File: config.mk
export PLATFORM = sky130hd
export DESIGN_NAME = nibble_initiator
export DESIGN_NICKNAME = d
export VERILOG_FILES = /design/src/rtl/nibble_initiator_pkg.sv /design/src/rtl/nibble_initiator_ack_timer.sv /design/src/rtl/nibble_initiator.sv
export SDC_FILE = /design/constraint.sdc
export NUM_CORES = 1
export LEC_CHECK = 0
export ABC_AREA = 1
export CAP_MARGIN = 20
export CORE_ASPECT_RATIO = 1.5
export CORE_UTILIZATION = 35
export DETAILED_ROUTE_END_ITERATION = 10
export MAX_ROUTING_LAYER = met4
export SLEW_MARGIN = 20
export SYNTH_ARGS = -nofsm -noshare
export SYNTH_HDL_FRONTEND = slang
export SYNTH_SLANG_ARGS = --single-unit
File: constraint.sdc
create_clock -name clk -period 1.6 [get_ports clk]
set_input_delay 0.24 -clock clk [delete_from_list [all_inputs] [get_ports clk]]
set_output_delay 0.24 -clock clk [all_outputs]
set_load 0.02 [all_outputs]
File: src/rtl/nibble_initiator_pkg.sv
// Shared definitions for the nibble port initiator.
//   nibble_initiator_state_t : FSM state encoding (IDLE, SEND, RESP)
//   NIBBLE_ADDR_WIDTH        : width of the beat address bus A
//   NIBBLE_DATA_WIDTH        : width of one beat data nibble y
package nibble_initiator_pkg;

    localparam int NIBBLE_ADDR_WIDTH = 8;
    localparam int NIBBLE_DATA_WIDTH = 4;

    typedef enum logic [1:0] {
        IDLE = 2'd0,
        SEND = 2'd1,
        RESP = 2'd2
    } nibble_initiator_state_t;

endpackage

File: src/rtl/nibble_initiator_ack_timer.sv
// Wait counter for one beat's acknowledge.
//   clk, rst_n : clock, async active-low reset
//   i_clear    : zero the counter (takes priority over i_enable)
//   i_enable   : count one wait cycle
//   o_expired  : this wait cycle is the TIMEOUT-th consecutive one
module ack_timer #(
    parameter int TIMEOUT = 15
) (
    input  logic clk,
    input  logic rst_n,
    input  logic i_clear,
    input  logic i_enable,
    output logic o_expired
);

    localparam int CNT_W = $clog2(TIMEOUT + 1);
    localparam logic [CNT_W-1:0] LAST_WAIT = CNT_W'(TIMEOUT - 1);

    logic [CNT_W-1:0] r_count;

    always_ff @(posedge clk or negedge rst_n) begin
        if (!rst_n) begin
            r_count <= '0;
        end else if (i_clear) begin
            r_count <= '0;
        end else if (i_enable) begin
            r_count <= r_count + 1'b1;
        end
    end

    // Combinational so the FSM can abort on the same edge the count would
    // reach TIMEOUT; the caller only enables while no ack is present.
    assign o_expired = i_enable && (r_count == LAST_WAIT);

endmodule

File: src/rtl/nibble_initiator.sv
// Write initiator for module N's nibble port. A request accepted on
// req_valid/req_ready is sent as NIBBLES beats on A/x/y, LS nibble first,
// each beat held until z acknowledges it or the ack timer expires.
//   clk, rst_n          : clock, async active-low reset
//   req_valid/req_ready : request handshake (ready only in IDLE)
//   req_addr, req_data  : base address and write data
//   rsp_valid, rsp_err  : one-cycle completion strobe, err=1 on timeout
//   A, x, y             : beat address, beat valid, beat nibble
//   z                   : responder acknowledge
//
// state | meaning
// IDLE  | ready for a request, no beat driven
// SEND  | beat idx driven, waiting for z
// RESP  | response strobe cycle
module nibble_initiator
    import nibble_initiator_pkg::*;
#(
    parameter int NIBBLES = 2,
    parameter int TIMEOUT = 15
) (
    input  logic                          clk,
    input  logic                          rst_n,
    input  logic                          req_valid,
    output logic                          req_ready,
    input  logic [NIBBLE_ADDR_WIDTH-1:0]  req_addr,
    input  logic [4*NIBBLES-1:0]          req_data,
    output logic                          rsp_valid,
    output logic                          rsp_err,
    output logic [NIBBLE_ADDR_WIDTH-1:0]  A,
    output logic                          x,
    output logic [NIBBLE_DATA_WIDTH-1:0]  y,
    input  logic                          z
);

    localparam int IDX_W = (NIBBLES > 1) ? $clog2(NIBBLES) : 1;
    localparam logic [IDX_W-1:0] LAST_IDX = IDX_W'(NIBBLES - 1);

    nibble_initiator_state_t r_state, w_state_nxt;

    logic [NIBBLE_ADDR_WIDTH-1:0]              r_addr, w_addr_nxt;
    logic [NIBBLES-1:0][NIBBLE_DATA_WIDTH-1:0] r_data, w_data_nxt;
    logic [IDX_W-1:0]                          r_idx, w_idx_nxt, w_idx_inc;

    logic [NIBBLE_ADDR_WIDTH-1:0] r_beat_addr, w_beat_addr_nxt;
    logic                         r_beat_valid, w_beat_valid_nxt;
    logic [NIBBLE_DATA_WIDTH-1:0] r_beat_data, w_beat_data_nxt;
    logic                         r_rsp_valid, w_rsp_valid_nxt;
    logic                         r_rsp_err, w_rsp_err_nxt;

    logic w_timer_clear;
    logic w_timer_en;
    logic w_expired;

    // z only matters while a beat is on the bus (x=1 exactly in SEND).
    assign w_timer_en    = (r_state == SEND) && !z;
    assign w_timer_clear = (r_state != SEND) || z;

    ack_timer #(
        .TIMEOUT (TIMEOUT)
    ) u_ack_timer (
        .clk       (clk),
        .rst_n     (rst_n),
        .i_clear   (w_timer_clear),
        .i_enable  (w_timer_en),
        .o_expired (w_expired)
    );

    assign w_idx_inc = r_idx + 1'b1;

    always_comb begin
        w_state_nxt      = r_state;
        w_addr_nxt       = r_addr;
        w_data_nxt       = r_data;
        w_idx_nxt        = r_idx;
        w_beat_addr_nxt  = r_beat_addr;
        w_beat_valid_nxt = r_beat_valid;
        w_beat_data_nxt  = r_beat_data;
        w_rsp_valid_nxt  = 1'b0;
        w_rsp_err_nxt    = r_rsp_err;

        case (r_state)
            IDLE: begin
                if (req_valid) begin
                    // First beat is loaded straight from the request so it
                    // appears in the cycle right after acceptance.
                    w_state_nxt      = SEND;
                    w_addr_nxt       = req_addr;
                    w_data_nxt       = req_data;
                    w_idx_nxt        = '0;
                    w_beat_addr_nxt  = req_addr;
                    w_beat_valid_nxt = 1'b1;
                    w_beat_data_nxt  = req_data[NIBBLE_DATA_WIDTH-1:0];
                end
            end
            SEND: begin
                // Ack is checked first so a z arriving on the last
                // allowed wait cycle still completes the beat.
                if (z) begin
                    if (r_idx == LAST_IDX) begin
                        w_state_nxt      = RESP;
                        w_beat_valid_nxt = 1'b0;
                        w_rsp_valid_nxt  = 1'b1;
                        w_rsp_err_nxt    = 1'b0;
                    end else begin
                        w_idx_nxt       = w_idx_inc;
                        w_beat_addr_nxt = r_addr + NIBBLE_ADDR_WIDTH'(w_idx_inc);
                        w_beat_data_nxt = r_data[w_idx_inc];
                    end
                end else if (w_expired) begin
                    w_state_nxt      = RESP;
                    w_beat_valid_nxt = 1'b0;
                    w_rsp_valid_nxt  = 1'b1;
                    w_rsp_err_nxt    = 1'b1;
                end
            end
            RESP: begin
                w_state_nxt = IDLE;
            end
            default: begin
                w_state_nxt      = IDLE;
                w_beat_valid_nxt = 1'b0;
            end
        endcase
    end

    always_ff @(posedge clk or negedge rst_n) begin
        if (!rst_n) begin
            r_state      <= IDLE;
            r_addr       <= '0;
            r_data       <= '0;
            r_idx        <= '0;
            r_beat_addr  <= '0;
            r_beat_valid <= 1'b0;
            r_beat_data  <= '0;
            r_rsp_valid  <= 1'b0;
            r_rsp_err    <= 1'b0;
        end else begin
            r_state      <= w_state_nxt;
            r_addr       <= w_addr_nxt;
            r_data       <= w_data_nxt;
            r_idx        <= w_idx_nxt;
            r_beat_addr  <= w_beat_addr_nxt;
            r_beat_valid <= w_beat_valid_nxt;
            r_beat_data  <= w_beat_data_nxt;
            r_rsp_valid  <= w_rsp_valid_nxt;
            r_rsp_err    <= w_rsp_err_nxt;
        end
    end

    assign req_ready = (r_state == IDLE);
    assign rsp_valid = r_rsp_valid;
    assign rsp_err   = r_rsp_err;
    assign A         = r_beat_addr;
    assign x         = r_beat_valid;
    assign y         = r_beat_data;

endmodule

# ---- Yosys cells after proc, flatten, opt, wreduce, memory -nomap -nowiden
# Cells that the tools add are included.
dict set report word_totals {
  latch_bits 0
  mem_count 0
  rom_bits 0
  regBits 38
  word_cells 72
  mem_bits_rw 0
}
dict set report classes {
  n_mul 0
  n_eq_ne 10
  div 0
  n_reduce_logical 14
  addsub 3
  mux 32
  shift 0
  magnitude_cmp 1
  n_bitwise 1
}
# op count
set ops {}
lappend ops {{4-bit two-way mux} 7}
lappend ops {{8-bit two-way mux} 3}
lappend ops {{8-bit one-hot mux with 2 select lines} 1}
lappend ops {{1-bit two-way mux} 13}
lappend ops {{3-bit AND reduction} 3}
lappend ops {{8-bit by 1-bit adder with 8-bit output} 1}
lappend ops {{2-bit two-way mux} 4}
lappend ops {{4-bit one-hot mux with 2 select lines} 1}
lappend ops {{4-bit AND reduction} 2}
lappend ops {{2-bit != test (second input constant)} 3}
lappend ops {{2-bit nonzero test} 3}
lappend ops {{4-bit by 1-bit adder with 4-bit output (second input constant)} 1}
lappend ops {{4-bit equality test (second input constant)} 1}
lappend ops {{2-bit by 1-bit != test with 1-bit output (second input constant)} 2}
lappend ops {{2-bit one-hot mux with 2 select lines} 1}
lappend ops {{3-bit by 2-bit != test with 1-bit output (second input constant)} 1}
lappend ops {{3-bit != test (second input constant)} 1}
lappend ops {{1-bit one-hot mux with 3 select lines} 1}
lappend ops {{2-bit by 1-bit equality test with 1-bit output (second input constant)} 1}
lappend ops {{2-bit equality test (second input constant)} 1}
lappend ops {{1-bit logical AND} 2}
lappend ops {{2-bit zero test} 1}
lappend ops {{1-bit by 2-bit less-than comparator with 1-bit output (second input constant)} 1}
lappend ops {{1-bit one-hot mux with 2 select lines} 1}
lappend ops {{other kinds (5)} 5}

# ---- Longest topological paths before layout
# Gate-level depths: netlist of run 1.
dict set report logic_depth {
  word_depth 6
  depth_mapped 10
  depth_no_buf 9
}

# ---- Cells and area by module
# Synthesis of run 1 repeated with hierarchy kept, for this count alone.
dict set report unflattened {
  cells_unflattened 244
  hier_area_um2 1899.3
}
# module area_per_inst_um2 instances cells_each
set by_module_without_submodules {}
lappend by_module_without_submodules {nibble_initiator 1677.9 1 217}
lappend by_module_without_submodules {ack_timer 221.5 1 27}

# ---- Worst setup path after synthesis of run 1
# No wires, ideal clock.
dict set report synth_path {
  path_type {reg-to-reg}
  startpoint {register r_idx}
  endpoint {register r_beat_addr[6], in the netlist A[6]}
  t_required_ps 1484
  path_slack_ps 87
  stages_incl_launch_ff 10
  synth_period_minus_slack_ps 1513
  arrival_ps 1396
  cell_sequence {dfrtp_1 inv_1 buf_2 ha_1 ha_1 nand3_1 o21ai_0 nand3_1 nand2_1 nand2_1}
}
dict set report synth_via {
  elab_chain_len 5
  word_cells_on_any_way 7
}
# item line_no
set synth_rtl {}
lappend synth_rtl {{from (decl)} nibble_initiator.sv:42} ;# logic [IDX_W-1:0] r_idx, w_idx_nxt, w_idx_inc;
lappend synth_rtl {{from (signal assigned)} nibble_initiator.sv:141} ;# r_idx <= w_idx_nxt;
lappend synth_rtl {{1-bit adder} nibble_initiator.sv:68} ;# assign w_idx_inc = r_idx + 1'b1;
lappend synth_rtl {{8-bit by 1-bit adder with 8-bit output} nibble_initiator.sv:106} ;# w_beat_addr_nxt = r_addr + NIBBLE_ADDR_WIDTH'(w_idx_inc);
lappend synth_rtl {{8-bit two-way mux} nibble_initiator.sv:99} ;# if (r_idx == LAST_IDX) begin
lappend synth_rtl {{8-bit two-way mux} nibble_initiator.sv:98} ;# if (z) begin
lappend synth_rtl {{8-bit one-hot mux with 2 select lines} nibble_initiator.sv:81} ;# case (r_state)
lappend synth_rtl {{to (signal assigned)} nibble_initiator.sv:142} ;# r_beat_addr <= w_beat_addr_nxt;
lappend synth_rtl {{to (decl)} nibble_initiator.sv:44} ;# logic [NIBBLE_ADDR_WIDTH-1:0] r_beat_addr, w_beat_addr_nxt;
# Several ways; a longest one is shown, not always the timed one. The select of a mux whose other input is x is not followed.
# A chain may end at the register's enable or synchronous reset.

# ---- Final worst setup path of run 1
dict set report layout_path {
  startpoint {register r_beat_data[0], in the netlist y[0]}
  endpoint {output port y[0]}
}
# item line_no
set layout_lines {}
lappend layout_lines {{from (decl)} nibble_initiator.sv:46} ;# logic [NIBBLE_DATA_WIDTH-1:0] r_beat_data, w_beat_data_nxt;
lappend layout_lines {{from (signal assigned)} nibble_initiator.sv:144} ;# r_beat_data <= w_beat_data_nxt;
lappend layout_lines {{to (decl)} nibble_initiator.sv:31} ;# output logic [NIBBLE_DATA_WIDTH-1:0] y,
# No word-level cell between the ends.

==> results of run 1 <==
[layout by cell type (no fill, tap or decap), drive strengths merged]
cell	instances
buf	6
o211ai	3
or2	1
clkinv	1
nand3	14
a21oi	1
o21ai	21
ha	4
nand2	88
dfrtp	38
clkdlybuf4s50	33
clkbuf	7
o22ai	1
nor2	24
xnor2	2
dlygate4sd2	1
xor2	1
dlygate4sd3	1
nand4	2
inv	23
[metal layers]
| layer | global-route usage, % | vias up | wire (um) |
|---|---|---|---|
| met5 | - | - | 0 |
| met4 | 6.67 | 0 | 80 |
| met3 | 3.13 | 6 | 163 |
| met2 | 28.4 | 28 | 2030 |
| met1 | 19.1 | 696 | 1640 |
| li1 | - | 799 | - |
[layout make-up]
class | count | share of cell area, %
Sequential cell | 38 | 40.0
Multi-Input combinational cell | 162 | 32.0
Timing Repair Buffer | 41 | 17.0
Clock buffer | 7 | 3.63
Inverter | 23 | 3.63
Tap cell | 68 | 3.58
Clock inverter | 1 | 0.210
[registers in the layout, indices dropped and copies added (netlist names)]
| signal | count |
|---|---|
| rsp_err | 1 |
| u_ack_timer.r_count | 4 |
| x | 1 |
| y | 4 |
| r_idx | 1 |
| r_data | 8 |
| r_addr | 8 |
| r_state | 2 |
| rsp_valid | 1 |
| A | 8 |
[through the flow]
step | hold WS, ns | cells | cell area [um^2] | setup slack [ns]
6_report | 0.437 | 340 | 2380 | 0.0777
5_1_grt | 0.463 | 340 | 2380 | 0.0227
4_1_cts | 0.450 | 340 | 2370 | 0.0702
3_5_place_dp | 0.229 | 331 | 2270 | 0.0666
3_3_place_gp | 0.224 | 331 | 2270 | 0.0968
2_1_floorplan | -0.0556 | 230 | 1850 | 0.0874
[power by group]
part	switching [mW]	total, mW	internal (mW)
clock network	0.334	0.682	0.348
registers	0.285	1.66	1.38
logic	1.30	2.18	0.885
total	1.92	4.53	2.61
[cells by family (layout without fill, tap and decap cells)]
logic type      after synthesis  in the layout
flops                        38             38
simple gates                129            129
compound gates               26             26
fa+ha+maj                     4              4
xor+xnor                      3              3
buf+inv                      30             72
[worst max-delay path by stage]
stage	from	endpoint	slack (ns)	cells after the start
6_report	y[0]	y[0]	0.08	1
5_1_grt	r_idx	A[6]	0.02	8
4_1_cts	y[0]	y[0]	0.07	1
3_5_place_dp	z	y[2]	0.07	7
3_3_place_gp	z	A[1]	0.1	7
2_1_floorplan	r_idx	A[6]	0.09	9
[repair_timing]
item                                    CTS  global route
hold buffers                              1             0
hold endpoints to repair                 38             0
endpoints found under the setup margin    1             1
gates resized for setup                   1             2
==> out/qor.yml, run 1 <==
final_layout:
  fillers: 558
  syn_to_final_growth_pct: 28.8
  finish.utilization_pct: 46.4
  final-seq-area_um2: 951
  multi_input_area_um2: 762
  nets: 295
  drive_above_1_share_pct: 8.82
  antenna_cells: 0
yosys:
  yosysWarningCount: 0
  synth_compound_area_share_pct: 7.52
  synthesis.area_um2: 1850
  ys_ff_latch: 38
  synth-edff-count: 0
  syn_avg_cell_area_um2: 8.03
  yosysSeqAreaShare_pct: 51.5
  synth_top_family_by_area: "simple AND/OR/NAND/NOR gates"
  synthTopCellsByArea: "dfrtp_1 51%, nand2_1 17%, o21ai_0 5.1%, nor2_1 4.5%, inv_1 4.1%"
  yosys.area.top_type: "dfrtp_1"
  synthCells: 230
  yosysMostFrequentCell: "nand2_1"
  yosysTopAreaCellShare_pct: 51.5
  synth.area.mux_share_pct: 0
  synth_common_cells: "86 x nand2_1, 38 x dfrtp_1, 22 x nor2_1"
  synth_ff_type: "dfrtp_1"
  synthSimpleGateAreaFrac_pct: 29.3
  syn-num-nets: 254
  async_flop_share_pct: 100
  synth_xor_area_share_pct: 1.42
  synth_cell_types: 25
  synth_adder_area_share_pct: 2.71
floorplanning:
  die-area_um2: 5580
  initial_utilization_pct: 36.1
  die_w_um: 61.3
  ios: 36
  dieHeight_um: 91.0
  rows: 32
  core_area_um2: 5120
placement:
  portBuffers: 35
  hpwl_um: 2810
  place_congestion: 0.763
power:
  powerDensity_nw_per_um2: 1900
  peakVddDrop_mv: 1.02
  fin_total_pwr_mw: 4.53
  p_leak_nw: 1.17
global_route:
  antenna_found_initial: 0
  grt_usage_pct: 16.9
  grt_overflow: 0
  grt_pass1_vias: 1470
  grt_pass1_wl_um: 6690
  grt_max_degree: 39
outcome:
  status: "finished, final reports clean"
routing:
  dr.pass1.iters: 6
  vias: 1529
  wl_per_cell_um: 11.5
  drt-initial-drc-count: 63
  routed_wl_um: 3920
  via_per_inst: 4.50
  drc_errors: 0
  antenna_left: 0
worst_setup_path:
  startpoint_type: "flip-flop"
  ff2ff_path_depth: 8
  path_cells: "clkdlybuf4s50_1"
  r2r-start: "r_idx"
  critical_path_buf_inv_count: 1
  cp.required_ns: 1.36
  r2r-end: "A[6]"
  worstSetupPathType: "flip-flop to output pin"
  slowest_stage: "clkdlybuf4s50_1"
  arrival_ns: 1.28
  worst_setup_path_end_kind: "output pin"
  cp_top_family: "buffers and inverters"
  r2r_slack_ns: 0.18
  cp_max_fo: 2
  slowest_delay_ns: 0.62
timing:
  fin_skew_ns: 0.00263
  finalHoldViolCount: 0
  relSlewSlack_pct: 75.2
  period_needed_ns: 1.52
  finalCritPeriodShare_pct: 95.1
  fmaxAchievable_mhz: 657
  tns_ns: 0
  slew_viol_final: 0
  rsz0062_at_grt: "false"
  worst_pin_slew_ns: 0.371
  setup_viol: 0
clock_tree:
  cts.sinks: 38
  cts_setup_buffers: 0
  clkTransAtPathRegs_ns: 0.07
  cts_root_buf: "clkbuf_8"
  numCtsBuffers: 5
  cts.htree.levels: 2
  clk-insertion-delay-late_ns: 0.29
  cts_tree: "yes"
  cts.path.max_buffers: 2
worst_hold_path:
  hp-class: "primary input to async pin"
job:
  maxCapViolCount: 0
No activity file was read; power rests on OpenSTA's default activity.
==> run 2, diff against run 1 <==
Settings changed: SLEW_MARGIN 20 to unset.
==> results of run 2 <==
Final layout, timing and power as in run 1 (identical DEF).
==> run 3, diff against run 2 <==
Settings changed: CAP_MARGIN 20 to unset, CORE_UTILIZATION 35 to 45, PLACE_DENSITY set to 0.71, RECOVER_POWER set to 25.
==> run 3 against run 2 <==
Core utilization increased by 14 points. Register-to-register slack about the same. Wire length increased by 1.1%. Setup slack got worse by 0.0027 ns. Total power increased by 6.5%. Critical endpoint is now A[2]. First-iteration DRC count is 16% higher. Final cell count fell by 6.8%.
==> out/qor.yml, run 3 (same netlist as run 1, synthesis figures left out) <==
floorplanning:
  initial_utilization_pct: 47.1  # was 36.1%
  ios: 36  # unchanged
  rows: 28  # was 32
  die-area_um2: 4370  # was 5580 um^2
  die_w_um: 54.3  # was 61.3 um
  core_area_um2: 3920  # was 5120 um^2
  dieHeight_um: 80.5  # was 91.0 um
placement:
  dp_slack_ns: 0.0910  # was 0.0666 ns
  hpwl_um: 2930  # was 2810 um
  place_congestion: 0.792  # was 0.763
  placed_cells: 308  # was 331
  portBuffers: 35  # unchanged
timing:
  finalCritPeriodShare_pct: 95.3  # was 95.1%
  worst_pin_slew_ns: 0.497  # was 0.371 ns
  period_needed_ns: 1.53  # was 1.52 ns
  finalHoldViolCount: 0  # unchanged
  fmaxAchievable_mhz: 656  # was 657 MHz
  tns_ns: 0  # unchanged
  setup_viol: 0  # unchanged
  fin_skew_ns: 0.0102  # was 0.00263 ns
  rsz0062_at_grt: "false"  # unchanged
  relSlewSlack_pct: 66.9  # was 75.2%
  fin_hold_ws_ns: 0.418  # was 0.437 ns
  slew_viol_final: 0  # unchanged
  layout_setup_ws_ns: 0.0750  # was 0.0777 ns
routing:
  wl_per_cell_um: 12.5  # was 11.5 um
  drc_errors: 0  # unchanged
  vias: 1542  # was 1529
  antenna_left: 0  # unchanged
  via_per_inst: 4.86  # was 4.50
  dr.pass1.iters: 4  # was 6
  routed_wl_um: 3970  # was 3920 um
  drt-initial-drc-count: 73  # was 63
global_route:
  antenna_found_initial: 0  # unchanged
  grt_max_degree: 23  # was 39
  grt_pass1_wl_um: 6560  # was 6690 um
  grt_pass1_vias: 1454  # was 1470
  grt_overflow: 0  # unchanged
  grt_usage_pct: 22.2  # was 16.9%
final_layout:
  finish.utilization_pct: 60.7  # was 46.4%
  antenna_cells: 0  # unchanged
  fillers: 338  # was 558
  final_common_cell: "nand2_1"  # unchanged
  mostFrequentLayoutCells: "86 x nand2_1, 38 x dfrtp_1, 33 x clkdlybuf4s50_1"  # unchanged
  drive_above_1_share_pct: 8.82  # unchanged
  nets: 295  # unchanged
  layout.cells.non_filler: 317  # was 340
  syn_to_final_growth_pct: 28.8  # unchanged
clock_tree:
  cts.htree.levels: 2  # unchanged
  numCtsBuffers: 5  # unchanged
  cts.path.max_buffers: 2  # unchanged
  cts_tree: "yes"  # unchanged
  cts.sinks: 38  # unchanged
  cts_setup_buffers: 0  # unchanged
  clk-insertion-delay-late_ns: 0.30  # was 0.29 ns
  cts_root_buf: "clkbuf_8"  # unchanged
  clkTransAtPathRegs_ns: 0.08  # was 0.07 ns
power:
  powerDensity_nw_per_um2: 2030  # was 1900 nW/um^2
  p_leak_nw: 1.19  # was 1.17 nW
  peakVddDrop_mv: 1.53  # was 1.02 mV
worst_setup_path:
  worstSetupPathType: "flip-flop to output pin"  # unchanged
  cp.required_ns: 1.36  # about the same
  startpoint_type: "flip-flop"  # unchanged
  critical_path_buf_inv_count: 1  # unchanged
  slowest_delay_ns: 0.61  # was 0.62 ns
  cp_max_fo: 2  # unchanged
  cp_top_family: "buffers and inverters"  # unchanged
  worst_setup_path_end_kind: "output pin"  # unchanged
  slowest_stage: "clkdlybuf4s50_1"  # unchanged
  path_cells: "clkdlybuf4s50_1"  # unchanged
  arrival_ns: 1.29  # was 1.28 ns
job:
  maxCapViolCount: 0  # unchanged
outcome:
  status: "finished, final reports clean"  # unchanged
worst_hold_path:
  hp-class: "primary input to async pin"  # unchanged
==> run 3: cell count changes in the layout (fill, tap and decap cells not counted), sizes merged <==
| cell | before | now |
|---|---|---|
| buf | 6 | 4 |
| bufinv | 0 | 2 |
==> run 3: path summary, 6_finish.rpt <==
kind / startpoint / endpoint / slack [ns] / depth (start not counted)
worst min register to register: rsp_err / rsp_err / 0.48 / 2
min in group clk: req_data[4] / r_data[4] / 0.48 / 3
worst max register to register: r_idx / A[6] / 0.18 / 8
worst min-delay path: rst_n / r_addr[4] / 0.42 / 2
max in group asynchronous: rst_n / r_data[3] / 0.33 / 3
worst max-delay path: A[2] / A[2] / 0.07 / 1
==> run 3: routing by layer <==
layer / global-route usage [%] / wire [um]
met4: 9.23 / 76
met3: 4.73 / 128
met5: - / 0
met2: 36.2 / 2020
met1: 25.7 / 1740
==> run 3: where the power goes <==
part,switching [mW],internal [mW]
Sequential,0.270,1.38
Combinational,1.31,0.874
Clock,0.361,0.625
Total,1.94,2.88
==> run 3: area by class of cell <==
| type | count | area (um^2) | share of cell area, % |
|---|---|---|---|
| Clock buffer | 5 | 68.8 | 2.89 |
| Clock inverter | 3 | 68.8 | 2.89 |
| Sequential cell | 38 | 951 | 40.0 |
| Tap cell | 45 | 56.3 | 2.37 |
| Timing Repair Buffer | 41 | 389 | 16.4 |
| Multi-Input combinational cell | 162 | 759 | 31.9 |
| Inverter | 23 | 86.3 | 3.63 |
==> run 3: through the flow <==
| step | instance area, um^2 | total power [mW] |
|---|---|---|
| global placement | 2250 | 3.86 |
| floorplan | 1850 | 3.15 |
| detailed placement | 2250 | 3.88 |
| CTS | 2390 | 4.87 |
| finish | 2380 | 4.82 |
| global route | 2380 | 5.23 |
==> run 3: what timing repair did <==
item                                   4_1_cts  5_1_grt
hold buffers                                 1        0
endpoints found under the hold margin       18        0
resized for setup                            1        2
setup endpoints to repair                    1        1
pin swaps                                    0        0
